**src/rtl/ctrl_pkg.sv**
```systemverilog
// Shared types for the CPU sequence controller: FSM states, opcode encodings
// and the opcode-classification helper.
package ctrl_pkg;

    typedef enum logic [2:0] {
        S_IDLE,
        S_DECODE,
        S_EX1,
        S_EX2,
        S_EX3,
        S_DONE,
        S_HALT
    } state_e;

    typedef enum logic [2:0] {
        OP_NOP  = 3'd0,
        OP_MOV  = 3'd1,
        OP_ADD  = 3'd2,
        OP_SUB  = 3'd3,
        OP_JMP  = 3'd4,
        OP_BZ   = 3'd5,
        OP_RSV  = 3'd6,
        OP_HALT = 3'd7
    } opcode_e;

    // Reserved code 6 and anything beyond the 3-bit range collapse to NOP.
    function automatic opcode_e op_classify(input logic [2:0] low, input logic in_range);
        opcode_e op;
        op = opcode_e'(low);
        if (!in_range || op == OP_RSV)
            op = OP_NOP;
        return op;
    endfunction

endpackage

```
**src/rtl/ctrl_onehot_dec.sv**
```systemverilog
// Index-to-one-hot decoder with enable; an index at or above OUT_W yields all zeros.
module ctrl_onehot_dec #(
    parameter int unsigned IDX_W = 5,
    parameter int unsigned OUT_W = 20
) (
    input  logic             en,
    input  logic [IDX_W-1:0] idx,
    output logic [OUT_W-1:0] oh
);

    always_comb begin
        oh = '0;
        for (int unsigned i = 0; i < OUT_W; i++) begin
            if (en && idx == IDX_W'(i))
                oh[i] = 1'b1;
        end
    end

endmodule

```
**src/rtl/cpu_seq_controller.sv**
```systemverilog
// Multi-cycle register-transfer sequencer for a bus-based CPU datapath.
// Define CTRL_BRANCH_EN to enable JMP/BZ; otherwise they execute as NOP.
module cpu_seq_controller
    import ctrl_pkg::*;
#(
    parameter int unsigned NUM_REGS = 20,
    parameter int unsigned INST_W   = 23,
    parameter int unsigned OP_W     = 3
) (
    input  logic                clk,
    input  logic                rst,
    input  logic                start,
    input  logic [INST_W-1:0]   inst,
    input  logic                zero,
    output logic [NUM_REGS-1:0] r_en_oh,
    output logic [NUM_REGS-1:0] tri_oh,
    output logic                alu_sub,
    output logic                branch,
    output logic                inc_pc,
    output logic                busy,
    output logic                done,
    output logic                halted
);

    localparam int unsigned IDX_W = $clog2(NUM_REGS);

    state_e            state;
    logic [INST_W-1:0] ir;
    logic [OP_W-1:0]   opc;
    logic [IDX_W-1:0]  rd, rs;
    opcode_e           op;
    logic              take_branch;
    logic              ren_en, tri_en;
    logic [IDX_W-1:0]  ren_idx, tri_idx;

    assign opc = ir[INST_W-1 -: OP_W];
    assign rd  = ir[INST_W-1-OP_W -: IDX_W];
    assign rs  = ir[INST_W-1-OP_W-IDX_W -: IDX_W];
    assign op  = op_classify(opc[2:0], 32'(opc) < 32'd8);

`ifdef CTRL_BRANCH_EN
    assign take_branch = (op == OP_JMP) || (op == OP_BZ && zero);
`else
    assign take_branch = 1'b0;
`endif

    // Trailing instruction bits are don't-care; zero is unused without branches.
    logic unused_bits;
    assign unused_bits = ^{zero, ir};

    always_ff @(posedge clk) begin
        if (!rst) begin
            state <= S_IDLE;
            ir    <= '0;
        end else begin
            case (state)
                S_IDLE: if (start) begin
                    ir    <= inst;
                    state <= S_DECODE;
                end
                S_DECODE: case (op)
                    OP_MOV, OP_ADD, OP_SUB: state <= S_EX1;
                    OP_HALT:                state <= S_HALT;
                    default:                state <= S_DONE;
                endcase
                S_EX1:   state <= (op == OP_MOV) ? S_DONE : S_EX2;
                S_EX2:   state <= S_EX3;
                S_EX3:   state <= S_DONE;
                S_DONE:  state <= S_IDLE;
                S_HALT:  state <= S_HALT;
                default: state <= S_IDLE;
            endcase
        end
    end

    always_comb begin
        ren_en  = 1'b0;
        tri_en  = 1'b0;
        ren_idx = '0;
        tri_idx = '0;
        alu_sub = 1'b0;
        branch  = 1'b0;
        inc_pc  = 1'b0;
        busy    = 1'b0;
        done    = 1'b0;
        halted  = 1'b0;
        case (state)
            S_DECODE: begin
                busy   = 1'b1;
                branch = take_branch;
                inc_pc = !take_branch;
            end
            S_EX1: begin
                busy   = 1'b1;
                ren_en = 1'b1;
                tri_en = 1'b1;
                if (op == OP_MOV) begin
                    tri_idx = rs;
                    ren_idx = rd;
                end else begin
                    tri_idx = rd;
                    ren_idx = IDX_W'(NUM_REGS - 2);
                end
            end
            S_EX2: begin
                busy    = 1'b1;
                ren_en  = 1'b1;
                tri_en  = 1'b1;
                tri_idx = rs;
                ren_idx = IDX_W'(NUM_REGS - 1);
                alu_sub = (op == OP_SUB);
            end
            S_EX3: begin
                busy    = 1'b1;
                ren_en  = 1'b1;
                tri_en  = 1'b1;
                tri_idx = IDX_W'(NUM_REGS - 1);
                ren_idx = rd;
            end
            S_DONE: begin
                busy = 1'b1;
                done = 1'b1;
            end
            S_HALT:  halted = 1'b1;
            default: ;
        endcase
    end

    ctrl_onehot_dec #(.IDX_W(IDX_W), .OUT_W(NUM_REGS)) u_ren_dec (
        .en  (ren_en),
        .idx (ren_idx),
        .oh  (r_en_oh)
    );

    ctrl_onehot_dec #(.IDX_W(IDX_W), .OUT_W(NUM_REGS)) u_tri_dec (
        .en  (tri_en),
        .idx (tri_idx),
        .oh  (tri_oh)
    );

endmodule
```
**config.mk**
```make
export PLATFORM = sky130hd
export DESIGN_NAME = cpu_seq_controller
export DESIGN_NICKNAME = d
export VERILOG_FILES = /design/src/rtl/ctrl_pkg.sv /design/src/rtl/ctrl_onehot_dec.sv /design/src/rtl/cpu_seq_controller.sv
export SDC_FILE = /design/constraint.sdc
export NUM_CORES = 1
export LEC_CHECK = 0
export CAP_MARGIN = 10
export CORE_MARGIN = 2
export CORE_UTILIZATION = 35
export CTS_BUF_LIST = sky130_fd_sc_hd__clkbuf_8 sky130_fd_sc_hd__clkbuf_16
export CTS_CLUSTER_SIZE = 12
export DETAILED_ROUTE_END_ITERATION = 12
export PLACE_DENSITY = 0.67
export SLEW_MARGIN = 20
export SYNTH_ARGS = -nofsm -noshare
export SYNTH_HDL_FRONTEND = slang
export SYNTH_SLANG_ARGS = --single-unit
```
**constraint.sdc**
```tcl
create_clock -name clk -period 2.2 [get_ports clk]
set_clock_uncertainty 0.2 [all_clocks]
set_input_delay 0.44 -clock clk [delete_from_list [all_inputs] [get_ports clk]]
set_output_delay 0.44 -clock clk [all_outputs]
set_load 0.01 [all_outputs]
```
[Word level (Yosys, flattened, before mapping)]
Index checks and enable logic that the tools add are counted.
Storage, ports and cells
  bits in registers: 26
  bits in latches: 0
  RAM bits: 0
  ROM bits: 0
  bits of input ports: 27
  output and inout bits: 46
  logic and storage cells: 154
  memories: 0
Operators by class
  $add $sub $neg: 0
  multiply operators: 0
  divide/modulo/power cells: 0
  order comparisons: 0
  eq/ne operators: 50
  shift-type cells: 0
  multiplexer cells: 55
  bitwise logic cells: 0
  reduce and logical (&&, ||, !) cells: 47
Operator list (count)
  == test 5 x 4 -> 1 bit, second input constant: 16
  two-way mux 1 bit: 46
  == test 5 x 3 -> 1 bit, second input constant: 8
  == test 5 bit, second input constant: 8
  logical AND 1 bit: 40
  case mux 5 bit (3 select lines): 2
  == test 5 x 2 -> 1 bit, second input constant: 4
  case mux 3 bit (6 select lines): 1
  == test 3 bit, second input constant: 5
  == test 3 x 2 -> 1 bit, second input constant: 4
  == test 5 x 1 -> 1 bit, second input constant: 2
  zero test 5 bit: 2
  two-way mux 5 bit: 2
  two-way mux 3 bit: 3
  == test 3 x 1 -> 1 bit, second input constant: 2
  case mux 3 bit (2 select lines): 1
  OR reduction 3 bit: 2
  OR reduction 5 bit: 1
  zero test 3 bit: 1
  inequality test 2 bit, second input constant: 1
  AND reduction 2 bit: 1

[Depth between registers and ports, before layout]
  depth after elaboration: 8
  mapped depth: 6
  depth with buffers taken out: 4

[By module]
From an unflattened synthesis, not the netlist that was laid out.
Second synthesis, totals
  cells, all modules: 177
  area, all modules: 1248.7 um^2
By module, submodules not included
  cpu_seq_controller: instances 1, cells an instance 121, area each 930.9 um^2, sequential area each 320.3 um^2
  ctrl_onehot_dec: instances 2, cells an instance 28, area each 158.9 um^2, sequential area each 0.0 um^2

[Worst setup path after synthesis]
No wires, ideal clock.
  path kind: flip-flop to output port
  start point: register ir[20]
  end point: output port tri_oh[12]
  data arrival time: 1.689 ns
  data required time: 1.560 ns
  path slack: -0.129 ns
  cell stages (with the launch flop): 6
  path buffers: 1
  path through: dfxtp_1 -> or3b_1 -> buf_6 -> a31oi_4 -> o22ai_4 -> nor4_1
On the way
  cells in the longest elaborated chain, start to end: 8
RTL lines
  start, declared: line cpu_seq_controller.sv:28  | logic [INST_W-1:0] ir;
  start signal, assigned: line cpu_seq_controller.sv:58  | ir <= inst;
  == test 3 bit: line ctrl_pkg.sv:30  | if (!in_range || op == OP_RSV)
  two-way mux 3 bit *: line ctrl_pkg.sv:30
  == test 3 x 1 -> 1 bit *: line cpu_seq_controller.sv:97  | if (op == OP_MOV) begin
  two-way mux 5 bit *: line cpu_seq_controller.sv:97
  case mux 5 bit (3 select lines) *: line cpu_seq_controller.sv:87  | case (state)
  == test 5 x 4 -> 1 bit *: line ctrl_onehot_dec.sv:14  | if (en && idx == IDX_W'(i))
  logical AND 1 bit *: line ctrl_onehot_dec.sv:14
  two-way mux 1 bit *: line ctrl_onehot_dec.sv:14
  end, declared: line cpu_seq_controller.sv:16  | output logic [NUM_REGS-1:0] tri_oh,
Mark *: on every way between the ends. The rest lies on a longest branch, timed or not.

[Final worst setup path]
  start point: register ir[22]
  end point: output port tri_oh[12]
The elaborated chain is that of the path after synthesis.

==> results.md <==
* Clock sink count at 16
* Most frequent cells in the layout: buf_4, buf_6, nand2_1, buf_2
* Violated checks: negative setup slack
* Number of H-tree levels at 1
* Synth Flop Type: dfxtp_1
* Nets at 384
* Initial antenna violation count at 0
* Post-synth top area share at 21.62%
* Run status: finished, violations left
* Post-Route Utilization at 86.61%
* Congestion Overflow GR at 0
* Syn. warnings at 0
* Crit path required time at 1.56 ns
* Crit-path max FO at 5
* Hold WC Path Type: reg -> reg
* Pins Over Slew Limit at 0
* Share of layout cells above drive strength 1 at 61.80%
* Worst path cell trace: or3b_4 > a31oi_4 > buf_6 > o22ai_4 > buf_6 > nor4_4 > buf_2
* Detailed placement HPWL at 4037 microns
* Number of global-route vias before repair at 2,099
* Post-Syn Area at 1481 sq um
* Post-synth EDFFs at 0
* Pwr/cell area at 452.6 nW/um^2
* Initial core utilization at 36.77%
* Reg2Reg Depth at 6
* Via density at 5.643
* Clock Tree Buf Depth at 2
* Worst Path Arrival at 2.12 ns
* Synth area leader: dfxtp_1
* Most Frequent Cell on Critical Path: buf_6
* Via Count at 2,291
* # IOs at 73
* Die height at 69.06 microns
* Die Footprint at 4769 sq um
* Seq/Total Area, Yosys at 21.62%
* CTS tree: done
* Fin crit period at 2.758 ns
* # diodes at 0
* Fin crit share at 125.4%
* TritonCTS Buffers at 3
* GP Congestion at 0.8574
* R2r endpoint: ir[13]
* RSZ-0062 raised after global routing: yes
* Hold Vio Cnt, Final at 0
* Largest cells by area after synthesis: dfxtp_1, nand2_1, a21boi_0
* Final wirelength at 7721 microns
* Clock root buffer: clkbuf_8
* Seq cells post-synth at 16
* First-pass GRT wire length at 10,210 microns
* Syn_area_per_cell at 7.122 sq um
* DRC at 0
* Post-place setup slack at -0.7351 ns
* Area Growth Syn to Fin at 135.6%
* Largest net degree at the start of global routing at 16
* Gr usage total at 25.49%
* Hold_sp: ir[10]
* Critical-path top delay cell: or3b_4
* Pre-antenna DRT Iters at 4
* Synth cell types at 51
* Worst vdd ir at 0.0004211 V
* Max-cap violations at 0
* Detail Route Antenna Nets at 0
* CP Capture Type: primary output
* Chip width at 69.06 microns
* Critical path's largest stage delay at 0.46 ns
* R2r startpoint: state[0]
* Post-route setup slack at -0.5577 ns
* Post-Place Cell Area at 2825 sq um
* Static leakage at 1.374 nW
* Commonest non-fill, non-tap cell in the layout: buf_4
* Drt wl/cell at 19.02 microns
* Cts-stage hold buffer count at 0
* Setup-failing EPs final at 40
* Detailed Route Iter0 Violations at 115
* WS Path Type: reg -> out
* Fraction of registers with async set/reset at 0%
* Post-synth net total at 235
* Cell area after layout at 3490 sq um
* Fmax at 0.3626 GHz
* Worst hold path endpoint: ir[10]
* CP startpoint kind: flop
* Core Area at 4029 sq um
* Clk Latency, worst-skew pair at 0.25 ns
* Clock-pin slew on the worst setup and hold paths at 0.06 ns
* Row cnt at 23
* Port Buffers at 60
* Gate Count Post-Synth at 208
* WHS Path Cells at 2
* Setup slack, reg-to-reg at 0.37 ns
## cells by family (layout without fill, tap and decap cells)
logic type / count (synthesis) / count (layout) / synth area share [%]
buf+inv: 23 / 171 / 7.179
simple gates: 116 / 116 / 39.11
other cells: 1 / 1 / 0.2531
flops: 16 / 16 / 21.62
compound gates: 52 / 52 / 31.84
## metal layers
layer  vias to the layer above  routed length [microns]  track usage (%)
met4                         0                      347            8.497
met2                       108                     3917            45.30
met5                         -                        0                0
li1                       1058                        -                -
met3                        34                      433            2.485
met1                      1091                     3022            31.97
## synthesized netlist by cell type, types with 2 or more instances
cell	number
buf_2	6
and2_1	4
clkbuf_1	8
nor4_1	14
a21boi_0	13
a31oi_4	3
nor2b_1	2
a31oi_1	3
dfxtp_1	16
nor2_1	23
nand2_1	38
nor3b_1	2
o21ai_0	6
o22ai_4	2
o22a_1	3
a21oi_1	7
nor3_1	16
inv_1	5
nand2b_1	3
nand3b_1	3
## through the flow
| step | hold WS [ns] | cells | total power, W | TNS [ns] |
|---|---|---|---|---|
| 3_3_place_gp | 0.2690 | 359 | 0.001036 | -24.41 |
| 5_1_grt | 0.3196 | 406 | 0.001651 | -21.22 |
| 4_1_cts | 0.2926 | 397 | 0.001447 | -13.46 |
| 6_report | 0.3001 | 406 | 0.001579 | -18.47 |
| 2_1_floorplan | 0.2437 | 208 | 0.0007317 | -0.05587 |
| 3_5_place_dp | 0.2832 | 359 | 0.001047 | -25.75 |
## worst max-delay path by stage
stage	start	endpoint	slack, ns	cells after the start
floorplan	ir[20]	tri_oh[4]	-0.01	5
global placement	ir[22]	tri_oh[11]	-0.71	6
detailed placement	ir[22]	tri_oh[11]	-0.74	6
CTS	ir[21]	tri_oh[16]	-0.49	8
global route	ir[22]	r_en_oh[1]	-0.61	9
finish	ir[22]	tri_oh[12]	-0.56	7
## cell type report
type                    count  area, sq um
fillers                   205        539.3
inverters                   5        18.77
multi-input cells         169         1569
repair buffers            162         1456
clock buffers               4        55.05
flip-flops and latches     16        327.8
well taps                  50        62.56
## flip-flops by register name, indices dropped and copies added (netlist names)
signal,count
state,3
ir,13
## critical path, delay by kind of cell (launching register included)
| kind | cells | cell delay [ns] |
|---|---|---|
| flops | 1 | 0.33 |
| compound gates | 2 | 0.36 |
| simple gates | 2 | 0.71 |
| buf+inv | 3 | 0.47 |
## report_power, final
group	internal (W)	switching, W
logic	0.000467	0.000490
registers	0.000321	0.0000358
clock network	0.000159	0.000106
## timing repair
action,CTS,global route
gates cloned,0,1
buffers inserted,37,12
endpoints found under the setup margin,45,41
gates resized for setup,227,43
pin swaps,34,27
endpoints found under the hold margin,0,0
No activity file was read; power rests on OpenSTA's default activity.
